[config.mk]
export PLATFORM = sky130hd
export DESIGN_NAME = crack_sched
export DESIGN_NICKNAME = d
export VERILOG_FILES = /design/src/rtl/crack_pkg.sv /design/src/rtl/ct_rr_arbiter.sv /design/src/rtl/crack_sched.sv
export SDC_FILE = /design/constraint.sdc
export NUM_CORES = 1
export LEC_CHECK = 0
export BUFFER_PORTS_ARGS = -buffer_cell sky130_fd_sc_hd__buf_2
export CORE_MARGIN = 2
export CORE_UTILIZATION = 40
export CTS_CLUSTER_DIAMETER = 100
export DETAILED_ROUTE_END_ITERATION = 8
export PLACE_DENSITY = 0.86
export RECOVER_POWER = 100
export SLEW_MARGIN = 0
export SYNTH_ARGS = -nofsm -noshare
export SYNTH_HDL_FRONTEND = slang
export SYNTH_SLANG_ARGS = --single-unit
[constraint.sdc]
create_clock -name i_clk -period 2.7 [get_ports i_clk]
set_input_delay 0.54 -clock i_clk [delete_from_list [all_inputs] [get_ports i_clk]]
set_output_delay 0.54 -clock i_clk [all_outputs]
set_load 0.005 [all_outputs]
[src/rtl/crack_pkg.sv]
// Shared types and default widths for the key-search scheduler.
package crack_pkg;

  localparam int unsigned DEF_KEY_W  = 24;
  localparam int unsigned DEF_ADDR_W = 8;
  localparam int unsigned DEF_DATA_W = 8;

  typedef enum logic [2:0] {
    StIdle,
    StWaitRdy,
    StLaunch,
    StRun,
    StDrain
  } sched_state_t;

endpackage

[src/rtl/ct_rr_arbiter.sv]
// Round-robin arbiter for the shared single-port ciphertext memory.
// Grant is combinational from req; rvalid marks the returning read data.
module ct_rr_arbiter #(
  parameter int unsigned NUM_CORES = 2,
  parameter int unsigned ADDR_W    = 8
) (
  input  logic                        i_clk,
  input  logic                        i_rst,
  input  logic [NUM_CORES-1:0]        i_req,
  input  logic [NUM_CORES*ADDR_W-1:0] i_addr,
  output logic [NUM_CORES-1:0]        o_gnt,
  output logic [ADDR_W-1:0]           o_ct_addr,
  output logic [NUM_CORES-1:0]        o_rvalid
);

  localparam int unsigned PTR_W = (NUM_CORES > 1) ? $clog2(NUM_CORES) : 1;

  logic [PTR_W-1:0]     r_ptr;
  logic [PTR_W-1:0]     w_ptr_d;
  logic [NUM_CORES-1:0] w_gnt;
  logic [ADDR_W-1:0]    w_addr;
  logic [NUM_CORES-1:0] r_rvalid;

  // Search requesters starting at the pointer; first hit wins and moves the pointer past it.
  always_comb begin
    int unsigned idx;
    int unsigned nxt;
    logic        found;
    w_gnt   = '0;
    w_addr  = '0;
    w_ptr_d = r_ptr;
    found   = 1'b0;
    idx     = 0;
    nxt     = 0;
    for (int unsigned k = 0; k < NUM_CORES; k++) begin
      idx = 32'(r_ptr) + k;
      if (idx >= NUM_CORES) begin
        idx = idx - NUM_CORES;
      end
      if (!found && i_req[idx]) begin
        found      = 1'b1;
        w_gnt[idx] = 1'b1;
        w_addr     = i_addr[idx*ADDR_W +: ADDR_W];
        nxt        = idx + 1;
        if (nxt == NUM_CORES) begin
          nxt = 0;
        end
        w_ptr_d = PTR_W'(nxt);
      end
    end
  end

  // Pointer and one-cycle-delayed grant (memory read latency).
  always_ff @(posedge i_clk) begin
    if (i_rst) begin
      r_ptr    <= '0;
      r_rvalid <= '0;
    end else begin
      r_ptr    <= w_ptr_d;
      r_rvalid <= w_gnt;
    end
  end

  assign o_gnt     = w_gnt;
  assign o_ct_addr = w_addr;
  assign o_rvalid  = r_rvalid;

endmodule

[src/rtl/crack_sched.sv]
// Scheduler running NUM_CORES interleaved key-search cores; first valid
// completion wins, the rest are aborted and drained.
module crack_sched
  import crack_pkg::*;
#(
  parameter int unsigned NUM_CORES = 2,
  parameter int unsigned KEY_W     = DEF_KEY_W,
  parameter int unsigned ADDR_W    = DEF_ADDR_W,
  parameter int unsigned DATA_W    = DEF_DATA_W
) (
  input  logic                        i_clk,
  input  logic                        i_rst,
  input  logic                        i_en,
  output logic                        o_rdy,
  output logic [KEY_W-1:0]            o_key,
  output logic                        o_key_valid,
  output logic [ADDR_W-1:0]           o_ct_addr,
  input  logic [DATA_W-1:0]           i_ct_rddata,
  output logic [NUM_CORES-1:0]        o_core_en,
  input  logic [NUM_CORES-1:0]        i_core_rdy,
  output logic [NUM_CORES*KEY_W-1:0]  o_core_key_start,
  output logic [KEY_W-1:0]            o_core_key_stride,
  input  logic [NUM_CORES*KEY_W-1:0]  i_core_key,
  input  logic [NUM_CORES-1:0]        i_core_key_valid,
  output logic [NUM_CORES-1:0]        o_core_abort,
  input  logic [NUM_CORES-1:0]        i_core_ct_req,
  input  logic [NUM_CORES*ADDR_W-1:0] i_core_ct_addr,
  output logic [NUM_CORES-1:0]        o_core_ct_gnt,
  output logic [DATA_W-1:0]           o_core_ct_rddata,
  output logic [NUM_CORES-1:0]        o_core_ct_rvalid
);

  sched_state_t         r_state, w_state_d;
  logic [KEY_W-1:0]     r_key, w_key_d;
  logic                 r_key_valid, w_key_valid_d;
  logic [NUM_CORES-1:0] r_busy, w_busy_d;
  logic [NUM_CORES-1:0] r_done, w_done_d;
  logic [NUM_CORES-1:0] w_complete;
  logic [NUM_CORES-1:0] w_win;
  logic                 w_win_found;
  logic [KEY_W-1:0]     w_win_key;

  // Static key-space interleave: core i starts at i and steps by NUM_CORES.
  for (genvar g = 0; g < NUM_CORES; g++) begin : g_key_start
    assign o_core_key_start[g*KEY_W +: KEY_W] = KEY_W'(g);
  end
  assign o_core_key_stride = KEY_W'(NUM_CORES);

  // A core completes when it was seen busy and is now back at rdy.
  assign w_complete = r_busy & i_core_rdy & ~r_done;
  assign w_win      = w_complete & i_core_key_valid;

  // Pick the lowest-index valid completion.
  always_comb begin
    w_win_found = 1'b0;
    w_win_key   = '0;
    for (int i = 0; i < NUM_CORES; i++) begin
      if (!w_win_found && w_win[i]) begin
        w_win_found = 1'b1;
        w_win_key   = i_core_key[i*KEY_W +: KEY_W];
      end
    end
  end

  // Next-state logic for the search FSM and result registers.
  always_comb begin
    w_state_d     = r_state;
    w_key_d       = r_key;
    w_key_valid_d = r_key_valid;
    w_busy_d      = r_busy;
    w_done_d      = r_done;
    case (r_state)
      StIdle: begin
        if (i_en) begin
          w_key_d       = '0;
          w_key_valid_d = 1'b0;
          w_busy_d      = '0;
          w_done_d      = '0;
          w_state_d     = StWaitRdy;
        end
      end
      StWaitRdy: begin
        if (&i_core_rdy) begin
          w_state_d = StLaunch;
        end
      end
      StLaunch: begin
        w_state_d = StRun;
      end
      StRun: begin
        w_busy_d = r_busy | ~i_core_rdy;
        w_done_d = r_done | w_complete;
        if (w_win_found) begin
          w_key_d       = w_win_key;
          w_key_valid_d = 1'b1;
          w_state_d     = StDrain;
        end else if (&w_done_d) begin
          // Every core exhausted its share without a hit.
          w_key_valid_d = 1'b0;
          w_state_d     = StIdle;
        end
      end
      StDrain: begin
        if (&i_core_rdy) begin
          w_state_d = StIdle;
        end
      end
      default: begin
        w_state_d = StIdle;
      end
    endcase
  end

  // State and result registers with synchronous reset.
  always_ff @(posedge i_clk) begin
    if (i_rst) begin
      r_state     <= StIdle;
      r_key       <= '0;
      r_key_valid <= 1'b0;
      r_busy      <= '0;
      r_done      <= '0;
    end else begin
      r_state     <= w_state_d;
      r_key       <= w_key_d;
      r_key_valid <= w_key_valid_d;
      r_busy      <= w_busy_d;
      r_done      <= w_done_d;
    end
  end

  assign o_rdy        = (r_state == StIdle);
  assign o_key        = r_key;
  assign o_key_valid  = r_key_valid;
  assign o_core_en    = {NUM_CORES{r_state == StLaunch}};
  assign o_core_abort = {NUM_CORES{r_state == StDrain}};

  assign o_core_ct_rddata = i_ct_rddata;

  ct_rr_arbiter #(
    .NUM_CORES (NUM_CORES),
    .ADDR_W    (ADDR_W)
  ) u_arb (
    .i_clk     (i_clk),
    .i_rst     (i_rst),
    .i_req     (i_core_ct_req),
    .i_addr    (i_core_ct_addr),
    .o_gnt     (o_core_ct_gnt),
    .o_ct_addr (o_ct_addr),
    .o_rvalid  (o_core_ct_rvalid)
  );

endmodule

### Word level (Yosys, flattened, before mapping)

Index checks and enable logic that the tools add are counted.

| cells by class | value |
|---|---|
| $add $sub $neg | 5 |
| $lt $le $gt $ge | 6 |
| equality and inequality tests | 11 |
| shift-type cells | 2 |
| multiplexer cells | 39 |
| bitwise operators | 8 |
| reduce and logical (&&, ||, !) cells | 15 |

Operators with widths:

| operator | count |
|---|---|
| 24-bit 2-to-1 mux | 4 |
| 16-bit by 33-bit variable part select with 8-bit output | 2 |
| 32-bit by 1-bit adder with 32-bit output (second input constant) | 2 |
| 32-bit by 2-bit equality test with 1-bit output (second input constant) | 2 |
| 32-bit by 1-bit greater-or-equal comparator with 1-bit output (second input constant) | 2 |
| 32-bit by 2-bit less-than comparator with 1-bit output (second input constant) | 2 |
| 32-bit 2-to-1 mux | 2 |
| 24-bit one-hot mux with 2 select lines | 1 |
| 32-bit by 2-bit greater-or-equal comparator with 1-bit output (second input constant) | 1 |
| 32-bit by 2-bit subtractor with 32-bit output (second input constant) | 1 |
| 1-bit 2-to-1 mux | 16 |
| 8-bit 2-to-1 mux | 2 |
| 3-bit 2-to-1 mux | 5 |
| 3-bit one-hot mux with 5 select lines | 1 |
| 2-bit one-hot mux with 2 select lines | 2 |
| 2-bit AND | 3 |
| 3-bit by 2-bit equality test with 1-bit output (second input constant) | 2 |
| 2-bit 2-to-1 mux | 3 |
| 2-bit != test (second input constant) | 3 |
| 2-bit bitwise OR | 3 |
| 2-bit AND reduction | 3 |
| 3-bit AND reduction | 2 |
| 1-bit logical AND | 4 |
| 2-bit inverter | 2 |
| 13 further kinds | 16 |

| storage, ports and cells | value |
|---|---|
| register bits | 35 |
| logic and storage cells | 93 |

### Logic depth before layout (Yosys ltp)

| logic depth | value |
|---|---|
| depth after elaboration | 9 |
| mapped depth | 6 |

### Modules after synthesis

A second synthesis with hierarchy kept.

| second synthesis, totals | value |
|---|---|
| cells, all modules | 244 |
| area total of the unflattened synthesis | 2314.7 µm² |

By module, submodules not included:

| module | times used | cells each | area an instance (µm²) | seq. area each (µm²) |
|---|---|---|---|---|
| crack_sched | 1 | 224 | 2088.3 | 640.6 |
| ct_rr_arbiter | 1 | 20 | 226.5 | 60.1 |

### Worst setup path after synthesis

OpenSTA, ideal clock, no wires.

| path | value |
|---|---|
| path kind | input to output |
| start | input i_core_ct_req[0] |
| end | output o_ct_addr[0] |
| data arrival time | 1.241 ns |
| data required time | 2.160 ns |
| path slack | 0.919 ns |
| stages | 2 |
| path buffers | 0 |
| cell sequence | a21boi_1 > a22o_1 |

| between the ends | value |
|---|---|
| word-level cells in the longest chain between the ends | 6 |

Ends and longest elaborated chain:

| item | RTL line | RTL |
|---|---|---|
| start: declaration | crack_sched.sv:26 | `input logic [NUM_CORES-1:0] i_core_ct_req,` |
| 1-bit 2-to-1 mux (implied by the code) (2 in a row) | ct_rr_arbiter.sv:40 | `if (!found && i_req[idx]) begin` |
| 1-bit 2-to-1 mux | ct_rr_arbiter.sv:40 |  |
| 1-bit logical NOT | ct_rr_arbiter.sv:40 |  |
| 1-bit logical AND | ct_rr_arbiter.sv:40 |  |
| 8-bit 2-to-1 mux (*) | ct_rr_arbiter.sv:40 |  |
| end: declaration | crack_sched.sv:17 | `output logic [ADDR_W-1:0] o_ct_addr,` |

Every way passes the cells marked *; elsewhere a longest branch is shown, timed or not. The select of a mux whose other input is x is not followed.

### Worst setup path in the final report

| path | value |
|---|---|
| start | register u_arb.r_ptr |
| end | output o_ct_addr[6] |

| between the ends | value |
|---|---|
| word-level cells in the longest chain between the ends | 8 |

Ends and longest elaborated chain:

| item | RTL line | RTL |
|---|---|---|
| start: declaration | ct_rr_arbiter.sv:18 | `logic [PTR_W-1:0] r_ptr;` |
| start signal: assignment | ct_rr_arbiter.sv:59 | `r_ptr <= w_ptr_d;` |
| parallel branches: the longest is 7 deep, another holds 32-bit by 2-bit subtractor with 32-bit output | n/a |  |
| 8-bit 2-to-1 mux (*) | ct_rr_arbiter.sv:40 |  |

Mark *: on every way between the ends. The select of a mux whose other input is x is not followed.

==> impl_metrics.csv <==
group,metric,value,unit
global_routing,grt_pass1_wl,7710,um
power_and_ir_drop,leakage,0.00117,uW
cells_and_area,ff_latch_area,701,sq um
power_and_ir_drop,total_power,1080,uW
worst_setup_path,worstPathArrival,1570,ps
placed_design,finalWeightedCongestion,0.851,
routing,vias_per_cell,4.63,
routing,vias,1921,
floorplan,core_area,0.00544,sq mm
timing,finalSetupViolations,0,
floorplan,initial_core_util,0.407,
logic_synthesis,synth_xor_area_frac,0,
logic_synthesis,synthCells,242,
timing,tightestPinTransition,1190,ps
global_routing,grt_max_degree,25,
routing,routed_wl,5200,um
cells_and_area,fin_cells,415,
logic_synthesis,ys_ff_latch,35,
global_routing,overflow,0,
global_routing,gr-usage-all-layers,0.160,
logic_synthesis,ys_seq_area_frac,0.316,
timing,fin_skew,13.6,ps
cells_and_area,design_area,0.00251,sq mm
logic_synthesis,synth_fa_ha_area_frac,0,
timing,drv_slew,0,
logic_synthesis,yosys.area_share.simple,0.0859,
power_and_ir_drop,irDropWorstVdd,0.000290,V
worst_setup_path,required,2160,ps
worst_setup_path,path_cells,"inv_1, a21boi_1, a22o_1, clkbuf_1",
clocking,cts_made_buffers,5,
global_routing,grt_pass1_vias,1675,
timing,setup_tns,0,ps
clocking,clkTransAtPathRegs,70,ps
clocking,cts_resized,0,
routing,post-route-drc-count,0,
clocking,post_cts_buffers,0,
worst_setup_path,crit_family,"compound AO/OA/AOI/OAI gates",
floorplan,die_w,78.4,um
worst_setup_path,cp_slowest_cell,"a21boi_1",
floorplan,row_count,27,
clocking,cts-root-buf,"clkbuf_8",
timing,rsz0062_at_grt,"false",
routing,drt_pre_antenna_iters,4,
timing,hold_violations,0,
clocking,holdBufCountCts,0,
logic_synthesis,synth.avg_cell_area,9.15,sq um
power_and_ir_drop,cellPowerDensity,433,mW/mm^2
logic_synthesis,synth.distinct_cells,36,
clocking,cts_tree,"done",
routing,antenna_left,0,
routing,first_iter_violations,41,
placed_design,place_hpwl,4060,um
placed_design,place_inst,407,
cells_and_area,n_fill_cell,536,
clocking,clock_latency,290,ps
logic_synthesis,synth-compound-area-share,0.280,
worst_hold_path,min_path_type,"input pin to register",
timing,layout_min_cycle_time,2110,ps
timing,max_freq,0.473,GHz
worst_setup_path,worst-path-buf-inv,2,
clocking,h-tree-depth,2,
cells_and_area,diodes,0,
worst_setup_path,criticalPathCategory,"register to output pin",
clocking,cts_buffer_depth,2,
routing,routed_wire_length_per_instance,12.5,um
worst_setup_path,start_kind,"register",
job,maxCapViolCount,0,
clocking,cts_sinks,35,
floorplan,die_area,0.00615,sq mm
floorplan,ios,203,
placed_design,placed_area,0.00247,sq mm
logic_synthesis,muxShareOfSynthArea,0,
global_routing,grt_antenna_before_repair,0,
logic_synthesis,yosysWarnings,0,
timing,fin_crit_sh,0.782,
logic_synthesis,syn-cell-area,0.00221,sq mm
timing,slew_headroom,0.209,
placed_design,portBuffers,114,
cells_and_area,multiInputGateArea,0.00105,sq mm
outcome,status,"completed",
worst_setup_path,end_kind,"output pin",
cells_and_area,drive_gt1_frac,0.318,
worst_setup_path,critPathMaxFanout,10,
cells_and_area,area_growth,13.2,%
floorplan,die_y,78.4,um
logic_synthesis,synth_top_family_by_area,"buffers and inverters",
cells_and_area,fin_nets,423,
worst_setup_path,slowest_delay,520,ps
cell type report:
cell class              count  share of cell area
multi-input cells         182               0.420
flip-flops and latches     35               0.279
repair buffers            117               0.227
well taps                  72              0.0359
clock buffers               5              0.0274
clock inverters             3             0.00948
inverters                   1             0.00150
sequential cells by signal, indices dropped and copies added (netlist names):
signal and flops:
r_done 2, r_state 3, o_key 24, r_busy 2, u_arb.o_rvalid 2, u_arb.r_ptr 1, o_key_valid 1
worst reg2reg max path, delay by kind of cell (launching register included):
kind               cells  cell delay, ps
AOI/OAI and AO/OA      3            1340
and+or+nand+nor        1             140
DFF                    1             490
cell usage in the layout (no fill, tap or decap), drive strengths merged:
cell	n
nand2	4
nor3	1
nand4b	1
a21boi	2
nor2b	3
nor2	13
a22o	8
and2b	1
a22oi	25
a21o	2
o21ai	6
clkinvlp	2
buf	95
o22ai	1
or3	1
inv	2
nor3b	2
nand3	1
and3b	1
clkbuf	27
dfxtp	35
o2bb2ai	24
a31oi	2
and4b	1
nand2b	3
nand3b	1
conb	72
a211oi	1
o41ai	1
a21oi	5
worst paths after layout:
path	from	cells after the start	slack, ps	end
max reg2reg	r_state[0]	4	640	o_key[9]
max	u_arb.r_ptr	4	590	o_ct_addr[6]
min reg2reg	o_key[17]	1	460	o_key[17]
min	i_core_ct_req[1]	2	460	u_arb.r_ptr
metal layers:
metal / up-vias / part of all wire / global-route usage
met4: 0 / 0.011 / 0.0667
met3: 8 / 0.084 / 0.0425
met1: 876 / 0.38 / 0.168
met5: - / 0 / 0
li1: 915 / - / -
met2: 122 / 0.52 / 0.298
synthesized netlist by cell type:
| library cell | number | area [sq um] |
|---|---|---|
| nor2b_1 | 3 | 18.8 |
| and2b_1 | 1 | 7.51 |
| nor3b_1 | 2 | 15.0 |
| a21oi_4 | 1 | 16.3 |
| o2bb2ai_2 | 3 | 45.0 |
| buf_2 | 5 | 25.0 |
| o22ai_1 | 1 | 6.26 |
| a31oi_1 | 2 | 12.5 |
| buf_4 | 83 | 623 |
| clkbuf_1 | 3 | 11.3 |
| nor3_1 | 1 | 5.00 |
| or3_1 | 1 | 6.26 |
| conb_1 | 2 | 7.51 |
| o41ai_1 | 1 | 8.76 |
| and3b_1 | 1 | 8.76 |
| a21boi_1 | 2 | 15.0 |
| nor2_1 | 12 | 45.0 |
| a21o_2 | 1 | 8.76 |
| nand3_1 | 1 | 5.00 |
| and4b_1 | 1 | 10.0 |
| nand4b_1 | 1 | 8.76 |
| nand3b_1 | 1 | 7.51 |
| nand2b_1 | 2 | 12.5 |
| o21ai_0 | 6 | 30.0 |
| a22oi_1 | 25 | 188 |
| a21oi_1 | 4 | 20.0 |
| inv_1 | 1 | 3.75 |
| nand2b_4 | 1 | 13.8 |
| dfxtp_1 | 35 | 701 |
| o2bb2ai_1 | 21 | 184 |
| a211oi_1 | 1 | 7.51 |
| a22o_1 | 8 | 70.1 |
| buf_6 | 3 | 33.8 |
| a21o_1 | 1 | 7.51 |
| nand2_1 | 4 | 15.0 |
| nor2_4 | 1 | 11.3 |
logic make-up after synthesis:
| group | after synthesis |
|---|---|
| buffers and inverters | 95 |
| AOI/OAI and AO/OA | 77 |
| and+or+nand+nor | 33 |
| DFF | 35 |
| other | 2 |
metrics by stage:
stage	hold WS (ps)	util	setup slack, ps
6_report	457	0.461	588
5_1_grt	457	0.461	422
4_1_cts	443	0.471	591
3_5_place_dp	441	0.454	619
3_3_place_gp	439	0.454	711
2_1_floorplan	452	-	919
report_power, final:
part	internal (uW)	switching, uW	total [uW]
logic	69.2	93.0	162
registers	523	10.5	534
clock network	184	205	389
No activity file was read; power rests on OpenSTA's default activity.
